<file path="config.mk">
export PLATFORM = sky130hd
export DESIGN_NAME = mem_port
export DESIGN_NICKNAME = d
export VERILOG_FILES = /design/src/rtl/mem_port.sv
export SDC_FILE = /design/constraint.sdc
export NUM_CORES = 1
export LEC_CHECK = 0
export BUFFER_PORTS_ARGS = -buffer_cell sky130_fd_sc_hd__buf_2
export CAP_MARGIN = 20
export CORE_AREA = 2 2 151 153
export CTS_CLUSTER_DIAMETER = 50
export DETAILED_ROUTE_END_ITERATION = 6
export DIE_AREA = 0 0 153 155
export GPL_TIMING_DRIVEN = 0
export PLACE_DENSITY = 0.8
export SYNTH_ARGS = -nofsm -noshare
export SYNTH_HDL_FRONTEND = slang
export SYNTH_SLANG_ARGS = --single-unit
</file>
<file path="constraint.sdc">
create_clock -name phi1 -period 5.1 [get_ports phi1]
set_clock_uncertainty 0.15 [all_clocks]
set_input_delay 0.51 -clock phi1 [delete_from_list [all_inputs] [get_ports phi1]]
set_output_delay 0.51 -clock phi1 [all_outputs]
set_load 0.01 [all_outputs]
</file>
<file path="src/rtl/mem_port.sv">
// ----------------------------------------------------------------------------
// mem_port: aligned load/store port driving a valid/ready 64-bit memory bus.
// Rev 1.0
// ----------------------------------------------------------------------------
`default_nettype none

module mem_port #(
  parameter int unsigned TIMEOUT = 255
) (
  input  logic        phi1,
  input  logic        rst_n,
  input  logic        read_rq,
  input  logic        write_rq,
  input  logic [55:0] addr,
  input  logic [1:0]  size,
  input  logic [63:0] wdata,
  output logic [63:0] rdata,
  output logic        stall,
  output logic        access_fault,
  output logic        bus_valid,
  output logic        bus_we,
  output logic [55:0] bus_addr,
  output logic [63:0] bus_wdata,
  output logic [7:0]  bus_wstrb,
  input  logic        bus_ready,
  input  logic [63:0] bus_rdata,
  input  logic        bus_err
);

  typedef enum logic [1:0] {
    S_IDLE  = 2'd0,
    S_REQ   = 2'd1,
    S_DONE  = 2'd2,
    S_FAULT = 2'd3
  } state_e;

  localparam logic [7:0] c_cnt_last = 8'(TIMEOUT - 1);

  state_e      state_q, state_d;
  logic        bus_we_q, bus_we_d;
  logic [55:0] bus_addr_q, bus_addr_d;
  logic [63:0] bus_wdata_q, bus_wdata_d;
  logic [7:0]  bus_wstrb_q, bus_wstrb_d;
  logic [2:0]  lane_q, lane_d;
  logic [1:0]  size_q, size_d;
  logic [7:0]  cnt_q, cnt_d;
  logic [63:0] rdata_q, rdata_d;

  logic        w_rq;
  logic        w_misaligned;
  logic [7:0]  w_strb_base;
  logic [63:0] w_rd_shift;
  logic [63:0] w_rd_mask;

  assign w_rq = read_rq | write_rq;

  always_comb begin
    w_misaligned = 1'b0;
    w_strb_base  = 8'h01;
    case (size)
      2'd0: begin w_misaligned = 1'b0;          w_strb_base = 8'h01; end
      2'd1: begin w_misaligned = addr[0];       w_strb_base = 8'h03; end
      2'd2: begin w_misaligned = |addr[1:0];    w_strb_base = 8'h0F; end
      default: begin w_misaligned = |addr[2:0]; w_strb_base = 8'hFF; end
    endcase
  end

  // Load data is taken from the lane captured at request time, not the live address.
  assign w_rd_shift = bus_rdata >> {lane_q, 3'b000};

  always_comb begin
    case (size_q)
      2'd0:    w_rd_mask = 64'h0000_0000_0000_00FF;
      2'd1:    w_rd_mask = 64'h0000_0000_0000_FFFF;
      2'd2:    w_rd_mask = 64'h0000_0000_FFFF_FFFF;
      default: w_rd_mask = 64'hFFFF_FFFF_FFFF_FFFF;
    endcase
  end

  always_comb begin
    state_d      = state_q;
    bus_we_d     = bus_we_q;
    bus_addr_d   = bus_addr_q;
    bus_wdata_d  = bus_wdata_q;
    bus_wstrb_d  = bus_wstrb_q;
    lane_d       = lane_q;
    size_d       = size_q;
    cnt_d        = cnt_q;
    rdata_d      = rdata_q;
    stall        = 1'b0;
    access_fault = 1'b0;
    bus_valid    = 1'b0;
    case (state_q)
      S_IDLE: begin
        stall = w_rq;
        if (w_rq) begin
          if (w_misaligned) begin
            state_d = S_FAULT;
          end else begin
            state_d     = S_REQ;
            bus_we_d    = write_rq;
            bus_addr_d  = {addr[55:3], 3'b000};
            bus_wdata_d = wdata << {addr[2:0], 3'b000};
            bus_wstrb_d = write_rq ? (w_strb_base << addr[2:0]) : 8'h00;
            lane_d      = addr[2:0];
            size_d      = size;
            cnt_d       = 8'd0;
          end
        end
      end
      S_REQ: begin
        stall     = 1'b1;
        bus_valid = 1'b1;
        cnt_d     = cnt_q + 8'd1;
        if (bus_ready) begin
          if (bus_err) begin
            state_d = S_FAULT;
          end else begin
            state_d = S_DONE;
            if (!bus_we_q) rdata_d = w_rd_shift & w_rd_mask;
          end
        end else if (cnt_q == c_cnt_last) begin
          state_d = S_FAULT;
        end
      end
      S_DONE: begin
        state_d = S_IDLE;
      end
      default: begin
        access_fault = 1'b1;
        state_d      = S_IDLE;
      end
    endcase
  end

  always_ff @(posedge phi1 or negedge rst_n) begin
    if (!rst_n) begin
      state_q     <= S_IDLE;
      bus_we_q    <= 1'b0;
      bus_addr_q  <= 56'd0;
      bus_wdata_q <= 64'd0;
      bus_wstrb_q <= 8'd0;
      lane_q      <= 3'd0;
      size_q      <= 2'd0;
      cnt_q       <= 8'd0;
      rdata_q     <= 64'd0;
    end else begin
      state_q     <= state_d;
      bus_we_q    <= bus_we_d;
      bus_addr_q  <= bus_addr_d;
      bus_wdata_q <= bus_wdata_d;
      bus_wstrb_q <= bus_wstrb_d;
      lane_q      <= lane_d;
      size_q      <= size_d;
      cnt_q       <= cnt_d;
      rdata_q     <= rdata_d;
    end
  end

  assign rdata     = rdata_q;
  assign bus_we    = bus_we_q;
  assign bus_addr  = bus_addr_q;
  assign bus_wdata = bus_wdata_q;
  assign bus_wstrb = bus_wstrb_q;

endmodule

`default_nettype wire
</file>
## After elaboration in Yosys (flattened, before gate mapping)

Index checks and enable logic that the tools add are counted.

| operators by class | value |
|---|---|
| add/subtract/negate cells | 1 |
| eq/ne operators | 10 |
| shifts and indexed selects | 3 |
| mux-type cells | 16 |
| bitwise operators | 5 |
| reduce and logical (&&, ||, !) cells | 11 |

Operator list:

| kind | count |
|---|---|
| 64-bit case mux with 3 select lines | 1 |
| 64-bit AND | 1 |
| 64-bit by 6-bit << shifter with 64-bit output | 1 |
| 64-bit by 6-bit >> shifter with 64-bit output | 1 |
| 8-bit two-way mux | 3 |
| 8-bit case mux with 3 select lines | 1 |
| 8-bit case mux with 2 select lines | 1 |
| 8-bit by 1-bit adder with 8-bit output, second input constant | 1 |
| 8-bit equality test, second input constant | 1 |
| 2-bit two-way mux | 4 |
| 8-bit by 3-bit << shifter with 8-bit output | 1 |
| 2-bit by 1-bit equality test with 1-bit output, second input constant | 3 |
| 2-bit equality test, second input constant | 3 |
| 2-bit zero test | 3 |
| 3-bit AND reduction | 2 |
| 3-bit OR reduction | 2 |
| 2-bit inequality test, second input constant | 2 |
| 2-bit case mux with 2 select lines | 1 |
| 4-bit AND reduction | 1 |
| 1-bit two-way mux | 3 |
| 3-bit inequality test, second input constant | 1 |
| 1-bit NOT | 3 |
| 1-bit case mux with 3 select lines | 1 |
| 1-bit case mux with 2 select lines | 1 |
| 4 further kinds | 4 |

| storage, ports and cells | value |
|---|---|
| bits in registers | 205 |
| output and inout bits | 196 |

## Longest topological paths before layout

| logic depth | value |
|---|---|
| word-level depth | 5 |
| mapped depth | 7 |

## Worst setup path after synthesis

OpenSTA, ideal clock, no wires.

| path | value |
|---|---|
| path type | input-to-reg |
| from | input port addr[2] |
| to | register bus_addr_q[10] (netlist: bus_addr[10]) |
| setup time | 125 ps |
| arrival time | 1695 ps |
| required time | 4825 ps |
| setup slack | 3131 ps |
| stages on the path | 6 |
| cells stage by stage | buf_2 -> a211oi_4 -> o211ai_4 -> buf_6 -> buf_2 -> mux2_2 |

| on the way | value |
|---|---|
| cells in the longest elaborated chain, start to end | 4 |

Ends and longest elaborated chain:

| element | RTL line | RTL |
|---|---|---|
| start: declaration | 14 | `input logic [55:0] addr,` |
| 3-bit OR reduction | 64 | `default: begin w_misaligned = \|addr[2:0]; w_strb_base = 8'hFF; end` |
| 1-bit case mux with 3 select lines | 60 | `case (size)` |
| 1-bit NOT (no line) | n/a |  |
| 3-bit AND reduction (no line) | n/a |  |
| end signal: assignment | 150 | `bus_addr_q <= bus_addr_d;` |
| end: declaration | 41 | `logic [55:0] bus_addr_q, bus_addr_d;` |

No other way between the ends.
A chain may end at the register's enable or synchronous reset.

## Final worst setup path

| path | value |
|---|---|
| from | register state_q[1] |
| to | output port stall |

| on the way | value |
|---|---|
| cells in the longest elaborated chain, start to end | 2 |
| elaborated cells on any way between the ends | 3 |
| those cells by class | eq/ne (1); mux (1); reduce/logical (1) |

Ends and longest elaborated chain:

| element | RTL line | RTL |
|---|---|---|
| start: declaration | 39 | `state_e state_q, state_d;` |
| start signal: assignment | 148 | `state_q <= state_d;` |
| 2-bit by 1-bit equality test with 1-bit output / 2-bit zero test (equally long branches) | 93 | `case (state_q)` |
| 1-bit case mux with 2 select lines * | 93 |  |
| end: declaration | 18 | `output logic stall,` |

Mark *: on every way between the ends. The rest lies on a longest branch, timed or not.

==> out/results.tsv <==
metric	value	unit
hold depth	2	
setup slack after layout	2.67	ns
root buf cell	clkbuf_16	
io pins	388	
Tcrit/Tclk final	47.6	%
Reg2Reg Depth	5	
port bufs	379	
final hold vios	0	
max-slew violations	0	
reg2reg start	lane_q[2]	
Worst EP required	4.44	ns
sequential area share after synthesis	46.4	%
fmax	0.412	GHz
Reg2Reg Setup Slack	2.78	ns
cts hold-fix bufs	1	
crit-path max FO	9	
Yosys cell types	53	
first-pass iteration count of the detailed router	7	
die area	23700	um2
post-DR wirelength/cell	23.0	um
Worst IR Drop VDD	0.000298	V
hold crit path type	input pin to flip-flop	
clk_lat worst skew	0.53	ns
DRT antenna net count	0	
post-CTS setup buffer count	0	
Hold Path Origin	addr[54]	
n_diodes	0	
status	finished clean	
Critical Path AT	1.77	ns
DPL Wire Length	31600	um
crit path kind	flip-flop to output port	
DR iter-0 viols	807	
Fin Setup TNS	0	ns
Die Ht	155	um
largest net degree at the start of global routing	118	
Finished Core Util	64.1	%
H-tree Lvls	1	
Max-Cap Viols	0	
startpoint type of the worst setup path	flip-flop	
CTS Buf Count	25	
most common cell after layout, fill and taps aside	buf_2	
Post-synth EDFFs	0	
Synthesis Warnings	0	
share of layout cells above drive strength 1	40.6	%
unrepaired setup endpoints after global routing	no	
commonest non-fill, non-tap cells in the layout	403 x buf_2, 205 x dfrtp_1, 192 x nand2_1, 112 x mux2i_1, 100 x o21ai_0	
Post-Syn Instances	1045	
Slew @ Worst Pin	0.958	ns
global route overflow	0	
DR vias	10200	
Pwr Density	574	nW/um2
FFs w/ async S/R, synth	100	%
Seq cells post-synth	205	
CTS tree	yes	
synthesized area	11100	um2
Area Overhead vs Synth	28.9	%
Final setup viols	0	
Post-route DRC	0	
Die W	153	um
Avg Inst Size Synth	10.6	um2
Rows	55	
Fillers	1876	
CTS Buffer Depth	3	
Routed WL	40500	um
slew margin rel.	35.7	%
vias per cell	5.82	
antenna violations before repair	2	
pre-CTS WS	2.57	ns
post-CTS sizing	0	
R2R Path End	rdata[63]	
vias in the first global route	10300	
clk sinks	205	
leakage	7.15	nW
area of the core	22200	um2
post-route minimum period	2.43	ns
clk slew on worst S/H paths	0.06	ns
first-pass GRT wire length	60400	um
hold slack	0.0573	ns
critical path endpoint category	output port	
initial core utilization	49.8	%
Hold Path Sink	bus_addr[54]	
Final GP Congestion	1.02	
Nets	1649	
Global Route Usage Sum	33.0	%
Synth Flop Type	dfrtp_1	
[flip-flops by register name (all words and copies together), names as in the netlist]
register	cells
bus_we	1
state_q	2
size_q	2
bus_wstrb	8
bus_wdata	64
lane_q	3
cnt_q	8
rdata	64
bus_addr	53
[metrics by stage]
stage | power, mW | cells | instance area [um2]
floorplan | 4.80 | 1047 | 11100
global placement | 6.20 | 1711 | 13300
detailed placement | 6.31 | 1712 | 13400
CTS | 8.19 | 1759 | 14300
global route | 8.61 | 1759 | 14300
finish | 8.18 | 1759 | 14300
[area by class of cell]
cell class	count	area (um2)	share of cell area [%]
sequential	205	5130	36.0
clock inverter	14	184	1.29
multi-input combinational	738	5410	38.0
buffer	87	464	3.26
timing repair buffer	381	1940	13.6
tap	285	357	2.50
inverter	17	63.8	0.448
clock buffer	32	702	4.92
[synth_stat cells (5+ instances only)]
| master | instances | area share, % |
|---|---|---|
| a21oi_1 | 20 | 0.90 |
| a22o_1 | 16 | 1.3 |
| a2bb2oi_1 | 8 | 0.63 |
| a31oi_1 | 8 | 0.45 |
| and2_1 | 9 | 0.51 |
| buf_1 | 5 | 0.17 |
| buf_2 | 25 | 1.1 |
| buf_4 | 14 | 0.95 |
| buf_6 | 7 | 0.71 |
| clkbuf_1 | 35 | 1.2 |
| dfrtp_1 | 205 | 46 |
| inv_1 | 15 | 0.51 |
| mux2_2 | 80 | 8.1 |
| mux2i_1 | 112 | 10 |
| mux4_2 | 30 | 6.1 |
| nand2_1 | 192 | 6.5 |
| nand2b_1 | 29 | 1.6 |
| nand3_1 | 6 | 0.27 |
| nor2_1 | 35 | 1.2 |
| o21ai_0 | 100 | 4.5 |
| o21ai_1 | 10 | 0.45 |
| o22ai_1 | 6 | 0.34 |
| o31ai_1 | 27 | 1.8 |
| o32ai_1 | 10 | 0.79 |
[kinds of logic (layout without fill, tap and decap cells)]
kind of cell	count (synthesis)	in the layout	share of synthesized area, %
flops	205	205	46.4
buf+inv	104	531	4.77
other cells	1	3	0.0339
mux	222	222	24.4
simple gates	288	288	11.3
fa+ha+maj	2	2	0.226
compound gates	223	223	12.9
[worst max-delay path by stage]
stage | start | to | cells after the start
3_5_place_dp | addr[2] | bus_wdata[39] | 6
3_3_place_gp | rst_n | rdata[6] | 1
4_1_cts | state_q[1] | stall | 5
2_1_floorplan | addr[2] | bus_addr[10] | 6
6_report | state_q[1] | stall | 5
5_1_grt | state_q[1] | stall | 5
[per-layer routing]
layer  global-route usage, %  share of wire (%)  vias to the layer above
met5                       0              0.067                        -
met4                    16.4                5.4                        4
met3                    6.21                8.7                      129
met2                    57.4                 50                      651
met1                    39.7                 36                     4913
li1                        -                  -                     4540
[worst max-delay path: stages, from the launching register on]
cell      delay (ns)
dfrtp_1         0.39
nand2b_1        0.11
buf_2           0.21
inv_1           0.09
or2_2           0.29
buf_2           0.15
[power breakdown]
part,switching [mW],leakage [nW],internal [mW]
logic,2.03,4.08,1.55
registers,0.409,2.63,2.32
clock network,0.764,0.435,1.10
Power figures use the tool's default switching activity.
